**config.mk**
```make
export PLATFORM = sky130hd
export DESIGN_NAME = mmio_bus_controller
export DESIGN_NICKNAME = d
export VERILOG_FILES = /design/src/rtl/mmio_bus_controller.sv
export SDC_FILE = /design/constraint.sdc
export NUM_CORES = 1
export LEC_CHECK = 0
export CAP_MARGIN = 40
export CORE_MARGIN = 5
export CORE_UTILIZATION = 41
export DETAILED_ROUTE_END_ITERATION = 8
export PLACE_DENSITY = 0.89
export SLEW_MARGIN = 15
export SYNTH_ARGS = -nofsm -noshare
export SYNTH_HDL_FRONTEND = slang
export SYNTH_SLANG_ARGS = --single-unit
```
**constraint.sdc**
```tcl
create_clock -name clk -period 2.9 [get_ports clk]
set_input_delay 0.435 -clock clk [delete_from_list [all_inputs] [get_ports clk]]
set_output_delay 0.435 -clock clk [all_outputs]
set_load 0.02 [all_outputs]
```
**src/rtl/mmio_bus_controller.sv**
```systemverilog
// mmio_bus_controller
// Memory-mapped bus controller between the core data port and N_SLV slaves.
// It decodes base/mask address ranges, with the lowest slave index taking
// priority. It inserts per-slave wait states before a one-cycle slave strobe.
// It returns registered read data, or an error response for unmapped accesses.
//
// Optional feature macro: BUS_ALIGN_CHECK_EN
//   When defined, a request whose bus_addr[1:0] is not 0 is answered as
//   unmapped. When undefined, the low address bits are ignored.
//
// Ports:
//   clk, rst          clock; asynchronous active-low reset
//   bus_req/bus_wren  core request and direction (1 = write)
//   bus_addr          byte address
//   bus_wrdata        write data
//   bus_ready         one-cycle completion pulse
//   bus_rddata        read data, valid with bus_ready
//   bus_err           error flag, valid with bus_ready
//   slv_addr          latched word offset inside the selected slave
//   slv_wrdata        latched write data
//   slv_wren/rden     one-hot, one-cycle slave strobes
//   slv_rddata        packed slave read data, slave 0 in the LSBs
module mmio_bus_controller #(
  parameter int unsigned ADDR_W = 32,
  parameter int unsigned DATA_W = 32,
  parameter int unsigned N_SLV  = 4,
  parameter int unsigned WAIT_W = 4,
  parameter logic [N_SLV*ADDR_W-1:0] SLV_BASE =
    {32'h10000020, 32'h10000000, 32'h10010000, 32'h00400000},
  parameter logic [N_SLV*ADDR_W-1:0] SLV_MASK =
    {32'hFFFFFFF0, 32'hFFFFFFF0, 32'hFFFF0000, 32'hFFF00000},
  parameter logic [N_SLV*WAIT_W-1:0] SLV_WAIT =
    {4'd3, 4'd1, 4'd0, 4'd0}
) (
  input  logic                    clk,
  input  logic                    rst,
  input  logic                    bus_req,
  input  logic                    bus_wren,
  input  logic [ADDR_W-1:0]       bus_addr,
  input  logic [DATA_W-1:0]       bus_wrdata,
  output logic                    bus_ready,
  output logic [DATA_W-1:0]       bus_rddata,
  output logic                    bus_err,
  output logic [ADDR_W-1:0]       slv_addr,
  output logic [DATA_W-1:0]       slv_wrdata,
  output logic [N_SLV-1:0]        slv_wren,
  output logic [N_SLV-1:0]        slv_rden,
  input  logic [N_SLV*DATA_W-1:0] slv_rddata
);

  localparam int unsigned IDX_W = (N_SLV > 1) ? $clog2(N_SLV) : 1;

  typedef enum logic [1:0] {
    IDLE   = 2'd0,
    ACCESS = 2'd1,
    RESP   = 2'd2
  } state_t;

  state_t            state;
  logic [WAIT_W-1:0] cnt;
  logic [IDX_W-1:0]  sel_q;
  logic              wren_q;
  logic              err_q;

  logic              hit_c;
  logic              map_ok_c;
  logic [IDX_W-1:0]  hit_idx_c;
  logic [ADDR_W-1:0] offs_c;
  logic [WAIT_W-1:0] wait_c;
  logic [DATA_W-1:0] rd_arr [N_SLV];

  // Unpack slave read data for indexed selection
  for (genvar g = 0; g < int'(N_SLV); g++) begin : g_rd
    assign rd_arr[g] = slv_rddata[g*DATA_W +: DATA_W];
  end

  // Address decode; scanning downwards lets the lowest hitting index win
  always_comb begin
    hit_c     = 1'b0;
    hit_idx_c = '0;
    offs_c    = '0;
    wait_c    = '0;
    for (int i = int'(N_SLV) - 1; i >= 0; i--) begin
      if ((bus_addr & SLV_MASK[i*ADDR_W +: ADDR_W]) ==
          (SLV_BASE[i*ADDR_W +: ADDR_W] & SLV_MASK[i*ADDR_W +: ADDR_W])) begin
        hit_c     = 1'b1;
        hit_idx_c = IDX_W'(i);
        offs_c    = (bus_addr & ~SLV_MASK[i*ADDR_W +: ADDR_W]) >> 2;
        wait_c    = SLV_WAIT[i*WAIT_W +: WAIT_W];
      end
    end
  end

`ifdef BUS_ALIGN_CHECK_EN
  assign map_ok_c = hit_c & (bus_addr[1:0] == 2'b00);
`else
  assign map_ok_c = hit_c;
`endif

  // Controller FSM with registered strobes and response
  always_ff @(posedge clk or negedge rst) begin
    if (!rst) begin
      state      <= IDLE;
      cnt        <= '0;
      sel_q      <= '0;
      wren_q     <= 1'b0;
      err_q      <= 1'b0;
      bus_ready  <= 1'b0;
      bus_err    <= 1'b0;
      bus_rddata <= '0;
      slv_addr   <= '0;
      slv_wrdata <= '0;
      slv_wren   <= '0;
      slv_rden   <= '0;
    end else begin
      slv_wren  <= '0;
      slv_rden  <= '0;
      bus_ready <= 1'b0;
      bus_err   <= 1'b0;
      case (state)
        IDLE: begin
          if (bus_req) begin
            if (map_ok_c) begin
              state      <= ACCESS;
              cnt        <= wait_c;
              sel_q      <= hit_idx_c;
              wren_q     <= bus_wren;
              err_q      <= 1'b0;
              slv_addr   <= offs_c;
              slv_wrdata <= bus_wrdata;
            end else begin
              // Unmapped: skip the slave entirely and answer with an error
              state      <= RESP;
              err_q      <= 1'b1;
              bus_rddata <= '0;
            end
          end
        end
        ACCESS: begin
          if (cnt != '0) begin
            cnt <= cnt - WAIT_W'(1);
          end else begin
            if (wren_q) begin
              slv_wren <= N_SLV'(1) << sel_q;
            end else begin
              slv_rden   <= N_SLV'(1) << sel_q;
              bus_rddata <= rd_arr[sel_q];
            end
            state <= RESP;
          end
        end
        RESP: begin
          // bus_req is ignored here; the pulse lands in the following IDLE cycle
          bus_ready <= 1'b1;
          bus_err   <= err_q;
          state     <= IDLE;
        end
        default: state <= IDLE;
      endcase
    end
  end

endmodule

```
=== Word level (Yosys, flattened, before mapping) ===
Index checks and enable logic that the tools add are counted.

* Bits of input ports: 196
* Register bits after elaboration: 116
* Word-level logic and storage cells: 77
* Output and inout bits: 106

* Shifts and indexed selects: 1
* Add/sub/neg operators: 1
* Equal/unequal tests: 12
* Magnitude comparators: 1
* Bitwise operators: 1
* Muxes and demuxes: 41
* Reduce and logical (&&, ||, !) cells: 8

{| class="wikitable"
|+ Operator list
! cell !! number
|-
| 2-to-1 mux 32 bit || 6
|-
| binary-select mux 32 bit (select 2 bit) || 1
|-
| one-hot mux 32 bit (2 select lines) || 1
|-
| equality test 28 x 25 -> 1 bit, second input constant || 2
|-
| 2-to-1 mux 4 bit || 9
|-
| 2-to-1 mux 2 bit || 13
|-
| 2-to-1 mux 18 bit || 1
|-
| equality test 16 x 13 -> 1 bit, second input constant || 1
|-
| 2-to-1 mux 14 bit || 1
|-
| equality test 12 x 3 -> 1 bit, second input constant || 1
|-
| != test 2 bit, second input constant || 6
|-
| one-hot mux 4 bit (2 select lines) || 1
|-
| 2-to-1 mux 1 bit || 7
|-
| AND reduction 5 bit || 1
|-
| one-hot mux 2 bit (2 select lines) || 1
|-
| AND reduction 2 bit || 2
|-
| AND reduction 4 bit || 1
|-
| nonzero test 4 bit || 1
|-
| << shifter 1 x 2 -> 4 bit, first input constant || 1
|-
| subtractor 4 x 1 -> 4 bit, second input constant || 1
|-
| >= comparator 3 bit, second input constant || 1
|-
| NOT 2 -> 3 bit || 1
|-
| AND reduction 3 bit || 1
|-
| equality test 2 x 1 -> 1 bit, second input constant || 1
|-
| 3 further kinds || 3
|}

=== Longest topological paths before layout ===
* Depth after elaboration: 8
* Depth in mapped cells: 7
* Mapped depth without buffers: 6

=== Worst setup path after synthesis ===
Ideal clock, no wire load.

* Path kind: input port to flip-flop
* From: input port bus_addr[23]
* To: register slv_wrdata[21]
* Stages: 7
* Setup time: 125 ps
* Data required time: 2775 ps
* Arrival: 1938 ps
* Path buffers: 2
* Path slack: 836 ps
* Path through: nor4_4 > nand3_2 > o22a_2 > or2_1 > buf_6 > buf_6 > mux2_4

* Longest elaborated chain between the ends: 6
* Elaborated cells on any way between the ends: 9
* Those cells by class: 4 x eq/ne; 4 x mux; 1 x reduce/logical

{| class="wikitable"
|+ RTL lines
! element !! line !! text
|-
| start, declared || 39 || <nowiki>input logic [ADDR_W-1:0] bus_addr,</nowiki>
|-
| equality test 28 x 25 -> 1 bit || 84 || <nowiki>if ((bus_addr & SLV_MASK[i*ADDR_W +: ADDR_W]) ==</nowiki>
|-
| 2-to-1 mux 1 bit (3 in a row) || 84 ||
|-
| 2-to-1 mux 1 bit (*) || 84 ||
|-
| AND reduction 3 bit (no line) (*) || -- ||
|-
| end signal, assigned || 130 || <nowiki>slv_wrdata <= bus_wrdata;</nowiki>
|-
| end, declared || 45 || <nowiki>output logic [DATA_W-1:0] slv_wrdata,</nowiki>
|}

Every way passes the cells marked *; elsewhere a longest branch is shown, timed or not.
A chain may end at the register's enable or synchronous reset.

=== Final worst setup path ===
* From: input port bus_addr[19]
* To: register sel_q[0]

* Longest elaborated chain between the ends: 6
* Elaborated cells on any way between the ends: 12
* Those cells by class: 3 x eq/ne; 8 x mux; 1 x reduce/logical

{| class="wikitable"
|+ RTL lines
! element !! line !! text
|-
| equality test 28 x 25 -> 1 bit || 84 ||
|-
| 2-to-1 mux 1 bit (4 in a row) || 84 ||
|-
| AND reduction 3 bit (no line) || -- ||
|-
| end signal, assigned || 126 || <nowiki>sel_q <= hit_idx_c;</nowiki>
|-
| end, declared || 61 || <nowiki>logic [IDX_W-1:0] sel_q;</nowiki>
|}

Parallel ways exist; a longest one is shown, timed or not.

==> impl_metrics.py <==
metrics = {
    "global_route": {
        "antenna_found_initial": 1,
        "globalRoute.totalOverflow": 0,
        "grt_pass1_wl_um": 26700,
        "grt_pass1_vias": 4835,
        "grt_max_degree": 54,
        "grtUsageTotal_pct": 24.1,
    },
    "outcome": {
        "status": "completed",
    },
    "run": {
        "cap_violations": 0,
    },
    "drt": {
        "wirelength_um": 17800,
        "ant_nets": 0,
        "drtIter0Drc": 307,
        "dr_total_vias": 4456,
        "drc": 0,
        "wire_per_inst_um": 21.3,
        "dr.pass1.iters": 5,
        "via_per_inst": 5.32,
    },
    "floorplan": {
        "rows": 40,
        "die_x_um": 121,
        "initial_core_util_pct": 41.7,
        "dieArea_mm2": 0.0145,
        "io_pins": 302,
        "core-area_mm2": 0.0120,
        "die_y_um": 121,
    },
    "power": {
        "switching_power_w": 0.000718,
        "p_comb_share_pct": 14.8,
        "seq_power_share_pct": 47.8,
        "clkPwrFrac_pct": 37.5,
        "switching_share_pct": 23.6,
        "p_leak_nw": 3.44,
        "power.internal_w": 0.00232,
        "ir_drop_mv": 0.229,
        "total_power_w": 0.00304,
        "power_density_mw_per_mm2": 367,
    },
    "clock_network": {
        "h-tree-depth": 3,
        "clk_latency_ps": 340,
        "cts_sinks": 102,
        "postCtsHoldBufs": 0,
        "cts_tree": "done",
        "cts_setup_buffers": 0,
        "clockRootBuffer": "clkbuf_16",
        "cts_inserted_buffers": 9,
        "ctsResizeCount": 0,
        "clockBufferDepth": 2,
        "clk_pin_slew_ps": 80,
    },
    "timing": {
        "min_period_ps": 2530,
        "fmax_mhz": 395,
        "worstMarginPinSlew_ps": 680,
        "final.setup_skew_ps": 9.86,
        "fin_crit_sh_pct": 87.2,
        "hold_viol": 0,
        "slew_viol_final": 0,
        "holdWs_ps": 123,
        "rsz0062_at_grt": "no",
        "setup-tns-final_ps": 0,
        "slew_headroom_pct": 54.6,
        "finalSetupViolCount": 0,
    },
    "worst_setup_path": {
        "max_stage_delay_ps": 420,
        "endpoint_kind": "flip-flop",
        "required_ps": 3110,
        "crit_buf_inv": 2,
        "worstPathCellList": "clkdlybuf4s50_1 -> nor3_1 -> nand4_1 -> o22a_2 -> or2_2 -> buf_12 -> o31ai_1",
        "critPathKind": "in2reg",
        "cp-start-kind": "input pin",
        "arrival_ps": 2740,
        "path_delay_family": "simple AND/OR/NAND/NOR gates",
        "critical_path.max_fanout": 51,
        "crit_slowest_cell": "clkdlybuf4s50_1",
    },
    "cells_and_area": {
        "layout_commonest_cell": "clkdlybuf4s50_1",
        "mostFrequentLayoutCells": "clkdlybuf4s50_1, dfrtp_1, nand2_1, o21ai_0, inv_1",
        "drive_above_1_share_pct": 14.9,
        "fillCellCount": 858,
        "fin_nets": 882,
        "areaGrowthSynthToFinish_pct": 65.0,
    },
    "logic_synthesis": {
        "ys.flop_type": "dfrtp_1",
        "netlist-cell-type-count": 39,
        "synth_edf_count": 0,
        "syn-cell-area_mm2": 0.00501,
        "ys_ff_latch": 102,
        "yosysWarningCount": 0,
        "yosysSeqAreaShare_pct": 50.9,
        "yosys.area.top_type_share_pct": 50.9,
        "async_reset_ff_share_pct": 100,
        "yosys.area.top_type": "dfrtp_1",
        "postSynthCellCount": 403,
        "syn_avg_cell_area_um2": 12.4,
        "yosys-top-cells-area": "dfrtp_1, mux4_2, mux2_4",
    },
    "hold_path": {
        "hold_path.class": "in2async",
    },
    "placement": {
        "hpwl_um": 14000,
        "gp_congestion": 0.905,
        "io_buffers": 285,
    },
}
[state kept, by name, summed over array words and instances (netlist names)]
| signal | cells |
|---|---|
| state | 2 |
| sel_q | 2 |
| cnt | 4 |
| bus_err | 1 |
| slv_addr | 18 |
| wren_q | 1 |
| err_q | 1 |
| bus_ready | 1 |
| slv_wrdata | 32 |
| bus_rddata | 32 |
| slv_rden | 4 |
| slv_wren | 4 |
[kinds of logic after synthesis]
family          synth area share (%)
simple gates                    8.99
other cells                   0.0748
mux                             23.9
buf+inv                         7.11
compound gates                  8.51
fa+ha+maj                      0.499
flops                           50.9
[power groups by stage]
stage / registers (W) / clock network [W] / logic (W)
final: 0.00145 / 0.00114 / 0.000449
after global routing: 0.00145 / 0.00122 / 0.000478
after CTS: 0.00145 / 0.00116 / 0.000452
after detailed placement: 0.00148 / 0 / 0.000448
after global placement: 0.00148 / 0 / 0.000430
after floorplan: 0.00148 / 0 / 0.000119
[final cells by class]
type / count / area, um2 / area share (%)
Timing Repair Buffer: 293 / 2960 / 35.8
Sequential cell: 102 / 2550 / 30.9
Multi-Input combinational cell: 241 / 2160 / 26.1
Clock buffer: 10 / 229 / 2.77
Tap cell: 147 / 184 / 2.22
Inverter: 37 / 139 / 1.68
Clock inverter: 6 / 43.8 / 0.530
Antenna cell: 1 / 2.50 / 0.0303
[cell usage after synthesis, types with 2 or more instances]
| cell | instances |
|---|---|
| nand2_1 | 43 |
| buf_4 | 14 |
| nand4_1 | 2 |
| a31oi_1 | 2 |
| mux2_4 | 19 |
| a22o_1 | 12 |
| o21ai_0 | 43 |
| nand3_1 | 2 |
| nor2b_1 | 5 |
| nor4_1 | 6 |
| nor2_1 | 12 |
| nor4_4 | 2 |
| dfrtp_1 | 102 |
| buf_6 | 3 |
| inv_1 | 37 |
| buf_2 | 6 |
| mux2_2 | 17 |
| clkbuf_1 | 13 |
| or3_1 | 2 |
| and2_1 | 2 |
| nor3b_1 | 2 |
| nand2b_1 | 3 |
| ha_1 | 2 |
| a31o_2 | 2 |
| nor3_1 | 4 |
| mux4_2 | 32 |
| o31ai_1 | 2 |
[worst paths after layout]
path / startpoint / cells after the start / to / slack [ps]
worst min-delay path: rst / 1 / slv_wrdata[21] / 120
worst min register to register: err_q / 1 / bus_err / 490
max in group asynchronous: rst / 2 / bus_rddata[11] / 2020
worst max-delay path: bus_addr[19] / 7 / sel_q[0] / 370
min in group clk: err_q / 1 / bus_err / 490
worst max register to register: cnt[0] / 6 / bus_rddata[11] / 780
[per-stage QoR]
step           area [um2]  instances  worst slack (ps)  util, %
2_1_floorplan        5060        416               836        -
3_3_place_gp         7990        820               116     66.6
3_5_place_dp         7990        820              69.1     66.6
4_1_cts              8270        836               419     68.8
5_1_grt              8270        837               280     68.8
6_report             8270        837               371     68.8
[worst register-to-register path: stages, from the launching register on]
cell and delay, ps:
dfrtp_1 410, inv_1 100, ha_1 180, nand2_1 190, nor3b_1 240, o221a_2 620
o21ai_0 220
[routing by layer]
layer	global-route usage [%]	part of all wire, %	up-vias
met5	0	0	-
met4	8.22	3.1	0
met3	7.11	8.8	41
met2	44.4	53	227
met1	26.2	35	2225
li1	-	-	1963
Note: power is estimated with default switching activity, not from simulation.
